### src/rtl/addr_decode_ws.sv
// addr_decode_ws: bus address decoder with per-region wait states.
// A falling edge on AS (in IDLE) starts an access. The access either selects one
// region, inserts its wait states and acknowledges, or times out with a bus error.
// One region doubles as a 2-bit control register {WOCO,BK4} that qualifies decoding.
module addr_decode_ws #(
    parameter int                  AW        = 16,
    parameter int                  NREG      = 4,
    parameter int                  WSW       = 3,
    parameter logic [NREG*AW-1:0]  BASE      = {16'h5C00, 16'h2000, 16'h2000, 16'h8000},
    parameter logic [NREG*AW-1:0]  MASK      = {16'hFC00, 16'hE000, 16'hE000, 16'h8000},
    parameter logic [NREG*2-1:0]   QMASK     = {2'b00, 2'b01, 2'b01, 2'b00},
    parameter logic [NREG*2-1:0]   QVAL      = {2'b00, 2'b00, 2'b01, 2'b00},
    parameter logic [NREG*WSW-1:0] WS        = {3'd2, 3'd1, 3'd0, 3'd0},
    parameter int                  CTRL_REG  = 3,
    parameter logic [1:0]          CTRL_INIT = 2'b00,
    parameter int                  TOUT      = 15
) (
    input  logic            CLK,
    input  logic            RST,
    input  logic            AS,
    input  logic            RW,
    input  logic [AW-1:0]   ADDR,
    input  logic [7:0]      DIN,
    output logic [NREG-1:0] CS_N,
    output logic            RDY,
    output logic            BERR,
    output logic [1:0]      CTRL
);

    localparam int                SELW     = (NREG > 1) ? $clog2(NREG) : 1;
    localparam logic [SELW-1:0]   CTRL_SEL = SELW'(CTRL_REG);
    localparam logic [7:0]        TOUT_C   = 8'(TOUT);

    typedef enum logic [2:0] {
        S_IDLE = 3'd0,
        S_WAIT = 3'd1,
        S_ACK  = 3'd2,
        S_MISS = 3'd3,
        S_HOLD = 3'd4
    } state_t;

    // Lowest-index region whose address window and qualifiers match; bit SELW is the hit flag.
    function automatic logic [SELW:0] first_hit(input logic [AW-1:0] a, input logic [1:0] c);
        logic [SELW:0] res;
        res = '0;
        for (int i = NREG - 1; i >= 0; i--) begin
            if (((a & MASK[i*AW +: AW]) == BASE[i*AW +: AW]) &&
                ((c & QMASK[i*2 +: 2]) == (QVAL[i*2 +: 2] & QMASK[i*2 +: 2]))) begin
                res = {1'b1, SELW'(i)};
            end else begin
                res = res;
            end
        end
        return res;
    endfunction

    // Wait-state count configured for a region.
    function automatic logic [WSW-1:0] ws_of(input logic [SELW-1:0] idx);
        return WS[int'(idx)*WSW +: WSW];
    endfunction

    // Active-low one-cold chip-select pattern for a region.
    function automatic logic [NREG-1:0] cs_of(input logic [SELW-1:0] idx);
        return ~(NREG'(1) << idx);
    endfunction

    state_t          state_q, state_d;
    logic [WSW-1:0]  cnt_q, cnt_d;
    logic [7:0]      tcnt_q, tcnt_d;
    logic [SELW-1:0] sel_q, sel_d;
    logic            rw_q, rw_d;
    logic [1:0]      wdat_q, wdat_d;
    logic [1:0]      ctrl_q, ctrl_d;
    logic            as_prev_q, as_prev_d;
    logic [NREG-1:0] cs_n_q, cs_n_d;
    logic            rdy_q, rdy_d;
    logic            berr_q, berr_d;

    logic            start_s;
    logic [SELW:0]   hit_s;
    logic            din_unused_s;

    assign start_s      = ~AS & as_prev_q & (state_q == S_IDLE);
    assign hit_s        = first_hit(ADDR, ctrl_q);
    assign din_unused_s = ^DIN[7:2];

    assign CS_N = cs_n_q;
    assign RDY  = rdy_q;
    assign BERR = berr_q;
    assign CTRL = ctrl_q;

    // Next-state, counter, latch and registered-output computation for the access FSM.
    always_comb begin
        state_d   = state_q;
        cnt_d     = cnt_q;
        tcnt_d    = tcnt_q;
        sel_d     = sel_q;
        rw_d      = rw_q;
        wdat_d    = wdat_q;
        ctrl_d    = ctrl_q;
        as_prev_d = AS;
        cs_n_d    = '1;
        rdy_d     = 1'b0;
        berr_d    = 1'b0;
        case (state_q)
            S_IDLE: begin
                if (start_s) begin
                    rw_d   = RW;
                    wdat_d = DIN[1:0];
                    if (hit_s[SELW]) begin
                        state_d = S_WAIT;
                        sel_d   = hit_s[SELW-1:0];
                        cnt_d   = ws_of(hit_s[SELW-1:0]);
                        cs_n_d  = cs_of(hit_s[SELW-1:0]);
                    end else begin
                        state_d = S_MISS;
                        tcnt_d  = 8'd0;
                    end
                end else begin
                    state_d = S_IDLE;
                end
            end
            S_WAIT: begin
                if (AS) begin
                    state_d = S_HOLD;
                end else if (cnt_q == '0) begin
                    state_d = S_ACK;
                    cs_n_d  = cs_of(sel_q);
                    rdy_d   = 1'b1;
                    if (!rw_q && (sel_q == CTRL_SEL)) begin
                        ctrl_d = wdat_q;
                    end else begin
                        ctrl_d = ctrl_q;
                    end
                end else begin
                    cnt_d  = cnt_q - {{(WSW-1){1'b0}}, 1'b1};
                    cs_n_d = cs_of(sel_q);
                end
            end
            S_ACK: begin
                if (AS) begin
                    state_d = S_HOLD;
                end else begin
                    cs_n_d = cs_of(sel_q);
                    rdy_d  = 1'b1;
                end
            end
            S_MISS: begin
                if (AS) begin
                    state_d = S_HOLD;
                end else begin
                    if (tcnt_q != TOUT_C) begin
                        tcnt_d = tcnt_q + 8'd1;
                    end else begin
                        tcnt_d = tcnt_q;
                    end
                    berr_d = (tcnt_d == TOUT_C);
                end
            end
            S_HOLD: begin
                state_d = S_IDLE;
                cnt_d   = '0;
                tcnt_d  = 8'd0;
            end
            default: begin
                state_d = S_IDLE;
            end
        endcase
    end

    // State, counters, latched access attributes and registered outputs.
    always_ff @(posedge CLK) begin
        if (RST) begin
            state_q   <= S_IDLE;
            cnt_q     <= '0;
            tcnt_q    <= 8'd0;
            sel_q     <= '0;
            rw_q      <= 1'b1;
            wdat_q    <= 2'b00;
            ctrl_q    <= CTRL_INIT;
            as_prev_q <= 1'b0;
            cs_n_q    <= '1;
            rdy_q     <= 1'b0;
            berr_q    <= 1'b0;
        end else begin
            state_q   <= state_d;
            cnt_q     <= cnt_d;
            tcnt_q    <= tcnt_d;
            sel_q     <= sel_d;
            rw_q      <= rw_d;
            wdat_q    <= wdat_d;
            ctrl_q    <= ctrl_d;
            as_prev_q <= as_prev_d;
            cs_n_q    <= cs_n_d;
            rdy_q     <= rdy_d;
            berr_q    <= berr_d;
        end
    end

endmodule

### config.mk
export PLATFORM = sky130hd
export DESIGN_NAME = addr_decode_ws
export DESIGN_NICKNAME = d
export VERILOG_FILES = /design/src/rtl/addr_decode_ws.sv
export SDC_FILE = /design/constraint.sdc
export NUM_CORES = 1
export LEC_CHECK = 0
export ABC_AREA = 1
export ABC_CLOCK_PERIOD_IN_PS = 2550
export CAP_MARGIN = 40
export CORE_MARGIN = 2
export CORE_UTILIZATION = 40
export DETAILED_ROUTE_END_ITERATION = 8
export DONT_BUFFER_PORTS = 1
export GPL_ROUTABILITY_DRIVEN = 0
export RECOVER_POWER = 100
export SYNTH_ARGS = -nofsm -noshare
export SYNTH_HDL_FRONTEND = slang
export SYNTH_SLANG_ARGS = --single-unit
### constraint.sdc
create_clock -name CLK -period 2.55 [get_ports CLK]
set_input_delay 0.51 -clock CLK [delete_from_list [all_inputs] [get_ports CLK]]
set_output_delay 0.51 -clock CLK [all_outputs]
set_load 0.005 [all_outputs]
* Yosys cells after proc, flatten, opt, wreduce, memory -nomap -nowiden
Cells that the tools add are included. Widths: inputs -> output; s select.
Word-level totals: input port bits 28, output and inout bits 8, register bits 28
Cells by class: muxes and demuxes 30, add/subtract/negate cells 2, $mul 1, reductions and logical operators 18, bitwise gates (word level) 6, shift operators 3, eq/ne operators 17
Operators with widths (number):
- $mux 8 | 6
- $mux 3 | 12
- $pmux 8 s3 | 1
- $pmux 3 s3 | 2
- $mux 4 | 3
- $ne 2x2->1 const B | 6
- $shiftx 12x5->3 const A | 1
- $add 8x1->8 const B | 1
- $eq 8x4->1 const B | 1
- $ne 8x4->1 const B | 1
- $not 4->4 | 2
- $pmux 4 s2 | 1
- $reduce_and 4->1 | 2
- $shl 1x2->4 const A | 2
- $eq 3x1->1 const B | 2
- $eq 3x2->1 const B | 2
- $eq 6x5->1 const B | 1
- $logic_not 3->1 | 2
- $reduce_bool 3->1 | 2
- $reduce_and 5->1 | 1
- $mul 2x2->4 const B | 1
- $reduce_and 2->1 | 2
- $reduce_or 2->1 | 2
- $eq 3x3->1 const B | 1
- other kinds (14) | 20

* Longest topological paths before layout
Gate-level depths: netlist of run 1.
depth in word-level cells 10, depth in mapped cells 10, depth with buffers taken out 10

* Worst setup path before layout of run 1
No wires, ideal clock.
path kind flip-flop to flip-flop, start point register cnt_q[0], end point register cnt_q[0], buffers on the path 0, setup slack 1.189 ns, arrival time 1.248 ns, data required time 2.437 ns, stages on the path, launching flop included 10, period minus slack after synthesis 1.361 ns, path through dfxtp_1 inv_1 ha_1 ha_1 inv_1 nand2_1 a21oi_2 nand3_2 nor2_1 nor2_1
Between the ends: cells in the longest elaborated chain, start to end 4
RTL lines:
- from (decl) | RTL line 68 | logic [WSW-1:0] cnt_q, cnt_d;
- from (signal assigned) | RTL line 187 | cnt_q <= cnt_d;
- $sub 3x1->3 | RTL line 136 | cnt_d = cnt_q - {{(WSW-1){1'b0}}, 1'b1};
- $mux 3 | RTL line 126 | end else if (cnt_q == '0) begin
- $mux 3 | RTL line 124 | if (AS) begin
- $pmux 3 s3 | RTL line 105 | case (state_q)
Parallel ways exist; a longest one is shown, timed or not. The select of a mux whose other input is x is not followed. A chain may end at the register's enable or synchronous reset.

* Worst setup path in the final report of run 1
start point register state_q[2], end point register ctrl_q[1], in the netlist CTRL[1]
Between the ends: cells in the longest elaborated chain, start to end 2
RTL lines:
- from (decl) | RTL line 67 | state_t state_q, state_d;
- from (signal assigned) | RTL line 186 | state_q <= state_d;
- $eq 3x1->1 | RTL line 105
- $reduce_and 4->1 (no line)
- to (signal assigned) | RTL line 192 | ctrl_q <= ctrl_d;
- to (decl) | RTL line 73 | logic [1:0] ctrl_q, ctrl_d;
No other way between the ends.

==> flow_summary.json, run 1 <==
{
  "irDropWorstVdd_mv": 0.363,
  "drt-total-wl_mm": 3.27,
  "grt_pass1_wl_mm": 5.65,
  "ios": 36,
  "ys_top_cells_by_area": "dfxtp_1 (35%), nand2_1 (14%), nand3_1 (6.3%)",
  "maxCapViolCount": 0,
  "port_buffers": 0,
  "dominantRegCellSynth": "dfxtp_1",
  "synthCells": 232,
  "synth_top_area_frac": 0.354,
  "cp_max_fo": 8,
  "clock_latency_ns": 0.28,
  "syn_area_sq_um": 1580,
  "grt_antenna_before_repair": 0,
  "worst_pin_slew_ns": 0.445,
  "fin_tns_setup_ns": 0,
  "p_per_area_nw_per_um2": 553,
  "die_w_um": 66.9,
  "max_stage_delay_ns": 0.37,
  "status": "complete, no violations",
  "max_freq_mhz": 598,
  "grt_usage": 0.165,
  "cp-start-kind": "flop",
  "cp_num_buf_inv": 2,
  "die-area_sq_um": 4470,
  "syn-num-nets": 263,
  "finalCritPeriodShare": 0.656,
  "clkTransAtPathRegs_ns": 0.11,
  "setup_ws_ns": 0.878,
  "crit_slowest_cell": "nor3_1",
  "cp_cell_sequence": "inv_1, nand3_1, inv_2, nand2_1, nor3_1, o21ai_1, a21oi_1",
  "setup-violations-final": 0,
  "worstHoldPathType": "in2reg",
  "final_cell_mix": "nand2_1 (63), inv_1 (29), dfxtp_1 (28)",
  "yosys_warnings": 0,
  "initial_core_util": 0.422,
  "path_class": "reg2reg",
  "dp.cells": 276,
  "ctsLongestPathBuffers": 2,
  "tritoncts": "built",
  "yosysUniqueCellTypes": 31,
  "min_period_ns": 1.67,
  "seq_area_frac_synth": 0.354,
  "crit_path_end_kind": "flop",
  "slew_violations": 0,
  "synth_edf_count": 0,
  "finalHoldViolCount": 0,
  "dr_total_vias": 1407,
  "grt_pass1_vias": 1262,
  "cts_hold_buffers": 0,
  "critPathArrivalTime_ns": 1.90,
  "clock_sinks": 28,
  "multi_input_area_sq_um": 806,
  "p_leak_nw": 0.716,
  "synth-seq-cells": 28,
  "fill_cells": 428,
  "antenna_left": 0,
  "cts-resized-gates": 0,
  "fp-row-count": 22,
  "slew_headroom": 0.701,
  "worst_ep_required_time_ns": 2.78,
  "critical-path-top-delay-family": "simple AND/OR/NAND/NOR gates",
  "coreArea_sq_um": 3740,
  "diodes": 0,
  "drc": 0,
  "finalNonFillerCells": 280,
  "cts_setup_buffers": 0,
  "ctsRootBufferMaster": "clkbuf_8",
  "fin_skew_ns": 0.0122,
  "layout_commonest_cell": "nand2_1",
  "dp_slack_ns": 1.05,
  "routedWlPerCell_um": 11.7,
  "power.total_w": 0.000900,
  "postSynthAreaPerCell_sq_um": 6.82,
  "dpl.hpwl_mm": 2.39,
  "grt.overflow.total": 0,
  "dr.pass1.iters": 4,
  "area_growth_pct": 2.85,
  "viasPerCell": 5.03,
  "seq_area_sq_um": 561,
  "drive_above_1_share": 0.0819,
  "cts_buffers": 3,
  "async_flop_share": 0,
  "htreeDepth": 1,
  "die_h_um": 66.9,
  "grt_start_max_net_pins": 17,
  "rsz0062_at_grt": "no",
  "nets": 264,
  "first_iter_violations": 102,
  "synth_top_area_cell": "dfxtp_1"
}
kinds of logic (layout without fill, tap and decap cells):
kind of cell / Yosys count / after routing / share of synthesized area
flip-flops: 28 / 28 / 0.354
adder cells (fa/ha/maj): 3 / 3 / 0.0237
AND/OR/NAND/NOR: 124 / 124 / 0.383
buffers and inverters: 38 / 38 / 0.103
AO/OA/AOI/OAI: 39 / 39 / 0.136
cells in the mapped netlist, types with 3 or more instances:
cell type,n
dfxtp_1,28
ha_1,3
nor2_2,7
o21ai_0,8
nand3_2,4
nand3_1,20
nand2_1,61
a21oi_1,17
inv_2,7
o21ai_1,6
nor2_1,17
inv_1,25
nand4_1,5
final timing paths:
path	start	endpoint	slack, ns	cells after the start
worst max-delay path	state_q[2]	CTRL[1]	0.88	7
worst min-delay path	RST	sel_q[1]	0.28	1
worst min register to register	wdat_q[0]	CTRL[0]	0.46	2
worst max register to register	state_q[2]	CTRL[1]	0.88	7
registers in the layout, indices dropped and copies added, names as in the netlist, 2 cells and up:
register  count
CTRL          2
CS_N          4
cnt_q         3
wdat_q        2
tcnt_q        8
sel_q         2
state_q       3
per-layer routing:
metal / GRT usage / part of all wire / vias to the layer above
li1: - / - / 749
met1: 0.226 / 0.52 / 616
met2: 0.260 / 0.41 / 37
met3: 0.0304 / 0.059 / 5
met4: 0.0510 / 0.012 / 0
met5: 0 / 0 / -
area by class of cell:
| class | count | area share |
|---|---|---|
| clock buffer | 3 | 0.0254 |
| clock inverter | 1 | 0.0185 |
| inverter | 34 | 0.0792 |
| multi-input combinational | 166 | 0.495 |
| sequential | 28 | 0.345 |
| tap | 48 | 0.0369 |
power by group:
group          internal (W)  switching, W  leakage [nW]
sequential         0.000451    0.00000604         0.227
clock              0.000210      0.000147        0.0357
combinational     0.0000283     0.0000578         0.453
worst register-to-register path: stages (launching register included):
cell and delay (ns):
dfxtp_1 0.34, inv_1 0.15, nand3_1 0.27, inv_2 0.17
nand2_1 0.10, nor3_1 0.37, o21ai_1 0.10, a21oi_1 0.11
through the flow:
stage / cell area [sq um] / hold slack, ns / util
floorplan: 1580 / 0.431 / -
detailed placement: 1610 / 0.448 / 0.430
finish: 1630 / 0.280 / 0.434
global route: 1630 / 0.271 / 0.434
CTS: 1680 / 0.275 / 0.450
global placement: 1610 / 0.444 / 0.430
Note: power is estimated with default switching activity, not from simulation.
==> run 2: changes to the inputs <==
ABC_CLOCK_PERIOD_IN_PS = 1500   (was 2550)
clock period = 1.5 ns   (was 2.55 ns; I/O delays follow)
==> run 2 against run 1 <==
- first-iteration DRC count shrank 29%
- via count is 0.50% lower
- largest cell class unchanged
- worst hold slack worse by 0.20 ns
==> flow_summary.json, run 2 (synthesis results as in run 1) <==
{
  "min_period_ns": 1.36,
  "diodes": 0,
  "fp-row-count": 22,
  "antenna_left": 0,
  "layout_commonest_cell": "nand2_1",
  "ctsLongestPathBuffers": 2,
  "coreArea_sq_um": 3740,
  "finalCritPeriodShare": 0.906,
  "status": "complete, no violations",
  "cp-start-kind": "flop",
  "cp_num_buf_inv": 1,
  "routedWlPerCell_um": 11.4,
  "htreeDepth": 1,
  "fin_util": 0.457,
  "dp_slack_ns": 0.0298,
  "largest_reg_flops": 8,
  "dr.pass1.iters": 4,
  "setup_ws_ns": 0.140,
  "crit_path_end_kind": "flop",
  "clkTransAtPathRegs_ns": 0.09,
  "drive_above_1_share": 0.185,
  "die_h_um": 66.9,
  "cts_setup_buffers": 0,
  "cts-resized-gates": 0,
  "crit_slowest_cell": "dfxtp_1",
  "p_leak_nw": 0.746,
  "slew_headroom": 0.748,
  "cts_hold_buffers": 0,
  "finalNonFillerCells": 281,
  "area_growth_pct": 8.07,
  "final_cell_mix": "nand2_1 (60), dfxtp_1 (25), inv_1 (22)",
  "path_class": "reg2reg",
  "die_w_um": 66.9,
  "grt_start_max_net_pins": 17,
  "worstHoldPathType": "in2reg",
  "maxCapViolCount": 0,
  "setup-violations-final": 0,
  "fin_skew_ns": 0.00272,
  "max_stage_delay_ns": 0.35,
  "die-area_sq_um": 4470,
  "cp_cell_sequence": "ha_2, nand3_2, inv_2, nand3_4, nand2_1, nand3_1, nor2_1, nand2_1, nor2_2",
  "dp.cells": 278,
  "grt_pass1_wl_mm": 5.61,
  "slew_violations": 0,
  "clock_latency_ns": 0.27,
  "clock_sinks": 28,
  "use_met3": 0.0355,
  "rsz0062_at_grt": "yes",
  "worst_ep_required_time_ns": 1.71,
  "tritoncts": "built",
  "viasPerCell": 4.98,
  "top_register": "tcnt_q",
  "grt_pass1_vias": 1274,
  "power.total_w": 0.00136,
  "critical-path-top-delay-family": "simple AND/OR/NAND/NOR gates",
  "cp_max_fo": 5,
  "use_met2": 0.266,
  "port_buffers": 0,
  "drc": 0,
  "cts_buffers": 3,
  "ios": 36,
  "grt.overflow.total": 0,
  "dpl.hpwl_mm": 2.35,
  "ctsRootBufferMaster": "clkbuf_8",
  "max_freq_mhz": 736,
  "grt_usage": 0.162,
  "nets": 266,
  "grt_antenna_before_repair": 0,
  "irDropWorstVdd_mv": 0.415,
  "grt_use_met1": 0.215,
  "grt-busiest-layer": "met2",
  "fin_tns_setup_ns": 0,
  "initial_core_util": 0.422,
  "worst_pin_slew_ns": 0.377,
  "critPathArrivalTime_ns": 1.57,
  "crit_path_frequent_cell": "nand2_1",
  "first_iter_violations": 72,
  "dr_total_vias": 1400,
  "p_per_area_nw_per_um2": 794,
  "finalHoldViolCount": 0,
  "drt-total-wl_mm": 3.21,
  "fill_cells": 399
}
[run 2: power by group]
part | switching (W) | internal (W)
registers | 0.0000127 | 0.000767
logic | 0.000116 | 0.0000672
clock network | 0.000215 | 0.000180
total | 0.000343 | 0.00101
[run 2: through the flow]
| step | area [sq um] | hold slack (ns) |
|---|---|---|
| 3_5_place_dp | 1630 | 0.368 |
| 5_1_grt | 1710 | 0.0570 |
| 2_1_floorplan | 1580 | 0.426 |
| 6_report | 1710 | 0.0806 |
| 3_3_place_gp | 1630 | 0.368 |
| 4_1_cts | 1670 | 0.0709 |
[run 2: metal layers]
layer | routed length (um) | vias up
met5 | 0 | -
li1 | - | 752
met3 | 158 | 5
met4 | 27 | 0
met1 | 1680 | 613
met2 | 1340 | 30
[run 2: worst paths after layout]
check	startpoint	slack, ns	cells after the start	endpoint
setup reg to reg	tcnt_q[1]	0.14	9	BERR
hold reg to reg	wdat_q[0]	0.46	2	CTRL[0]
setup / recovery	tcnt_q[1]	0.14	9	BERR
hold / removal	RST	0.08	1	tcnt_q[0]
[run 2: layout make-up]
class                   count  area [sq um]  area share
repair buffers              2          15.0     0.00878
well taps                  48          60.1      0.0351
flip-flops and latches     28           564       0.330
clock buffers               3          41.3      0.0242
multi-input cells         166           896       0.524
inverters                  34           133      0.0776
==> run 3: changes to the inputs <==
CORE_ASPECT_RATIO = 0.5   (was default)
SKIP_LAST_GASP = 1   (was default)
==> run 3 against run 2 <==
- die area is 0.68% higher
- worst setup slack lost 0.041 ns
- wire length increased by 0.47%
- clock-buffer cell count unchanged
- global-route usage shrank 1.7 points
- maximum frequency down 2.9%
- register-to-register slack got worse by 0.04 ns
- sequential power about the same
- critical path type unchanged
- critical endpoint is now cnt_q[0]
- largest power group unchanged
- highest routed layer unchanged
==> flow_summary.json, run 3 (synthesis results as in run 1) <==
{
  "status": "complete, no violations",
  "drt-total-wl_mm": 3.22,
  "dr_total_vias": 1422,
  "port_buffers": 0,
  "nets": 266,
  "min_period_ns": 1.40,
  "finalHoldViolCount": 0,
  "clkTransAtPathRegs_ns": 0.09,
  "crit_slowest_cell": "dfxtp_2",
  "critPathArrivalTime_ns": 1.61,
  "tritoncts": "built",
  "cp_num_buf_inv": 2,
  "cts_buffers": 3,
  "initial_core_util": 0.411,
  "ctsRootBufferMaster": "clkbuf_8",
  "finalNonFillerCells": 287,
  "grt_start_max_net_pins": 17,
  "first_iter_violations": 35,
  "crit_path_end_kind": "flop",
  "p_leak_nw": 0.729,
  "dpl.hpwl_mm": 2.43,
  "die_w_um": 92.9,
  "worst_ep_required_time_ns": 1.71,
  "grt_pass1_wl_mm": 5.37,
  "slew_headroom": 0.782,
  "fp-row-count": 16,
  "die-area_sq_um": 4500,
  "reg2reg_depth": 10,
  "antenna_left": 0,
  "ios": 36,
  "top_register": "tcnt_q",
  "maxCapViolCount": 0,
  "holdWs_ns": 0.0842,
  "clock_sinks": 28,
  "critical-path-top-delay-family": "simple AND/OR/NAND/NOR gates",
  "grt_antenna_before_repair": 0,
  "max_freq_mhz": 714,
  "area_growth_pct": 8.07,
  "htreeDepth": 1,
  "fin_util": 0.445,
  "viasPerCell": 4.95,
  "coreArea_sq_um": 3840,
  "fin_tns_setup_ns": 0,
  "cp_max_fo": 6,
  "dp.cells": 284,
  "routedWlPerCell_um": 11.2,
  "dr.pass1.iters": 5,
  "hold_depth": 1,
  "cp-start-kind": "flop",
  "drc": 0,
  "die_h_um": 48.5,
  "finalCritPeriodShare": 0.934,
  "max_stage_delay_ns": 0.34,
  "p_per_area_nw_per_um2": 793,
  "grt_usage": 0.145,
  "grt_pass1_vias": 1209,
  "diodes": 0,
  "cp.depth": 10,
  "fin_skew_ns": 0.00735,
  "rsz0062_at_grt": "no",
  "ctsLongestPathBuffers": 2,
  "clock_latency_ns": 0.27,
  "final_cell_mix": "nand2_1 (59), dfxtp_1 (26), inv_1 (23)",
  "largest_reg_flops": 8,
  "reg2reg_slack_ns": 0.1,
  "path_class": "reg2reg",
  "worst_pin_slew_ns": 0.327,
  "setup-violations-final": 0,
  "drive_above_1_share": 0.176,
  "worstHoldPathType": "in2reg",
  "grt.overflow.total": 0,
  "irDropWorstVdd_mv": 0.535,
  "layout_commonest_cell": "nand2_1",
  "cp_cell_sequence": "inv_2, ha_4, ha_4, inv_2, nand2_2, a21oi_2, nand3_2, nand2_1, nand2_1, nor2_1",
  "slew_violations": 0
}
==> run 3: cell counts in the layout (fill, tap and decap cells not counted) <==
Identical to the previous run, type by type.
==> run 3: repair_timing <==
action	4_1_cts	5_1_grt
pin swaps	3	5
hold buffers	0	0
setup endpoints to repair	1	4
setup buffers	0	0
resized for setup	1	12
==> run 3: routing by layer <==
| layer | vias to the layer above | global-route usage | routed length (um) |
|---|---|---|---|
| li1 | 756 | - | - |
| met1 | 632 | 0.197 | 1540 |
| met2 | 30 | 0.238 | 1480 |
| met3 | 4 | 0.0421 | 192 |
| met4 | 0 | 0.0172 | 8 |
| met5 | - | 0 | 0 |
==> run 3: worst paths after layout <==
| path | end | start |
|---|---|---|
| setup reg to reg | cnt_q[0] | cnt_q[0] |
| hold / removal | tcnt_q[7] | RST |
| setup / recovery | cnt_q[0] | cnt_q[0] |
| hold reg to reg | CTRL[0] | wdat_q[0] |
==> run 3: power breakdown <==
group          internal, W  total, W  leakage (nW)  switching, W
clock network     0.000180  0.000396        0.0216      0.000216
logic            0.0000670  0.000179         0.479      0.000112
registers         0.000767  0.000780         0.228     0.0000132
total              0.00101   0.00136         0.729      0.000342
==> run 3: stage by stage <==
stage / worst slack, ns / instance area, sq um / total power (W)
after global routing: 0.000180 / 1710 / 0.00142
after floorplan: 0.139 / 1580 / 0.000936
after detailed placement: 0.00810 / 1630 / 0.000955
after global placement: 0.0333 / 1630 / 0.000951
after CTS: 0.0126 / 1680 / 0.00135
final: 0.0991 / 1710 / 0.00136
==> run 3: worst register-to-register path: cells and delay by family, from the launching register on <==
kind                     cells  cell delay (ns)
AO/OA/AOI/OAI                1             0.15
flip-flops                   1             0.34
AND/OR/NAND/NOR              5             0.45
buffers and inverters        2             0.10
adder cells (fa/ha/maj)      2             0.30
==> run 3: cell type report <==
cell class,count,area (sq um)
well taps,54,67.6
repair buffers,2,15.0
inverters,34,133
flip-flops and latches,28,563
multi-input cells,166,890
clock buffers,3,41.3
fillers,423,2130
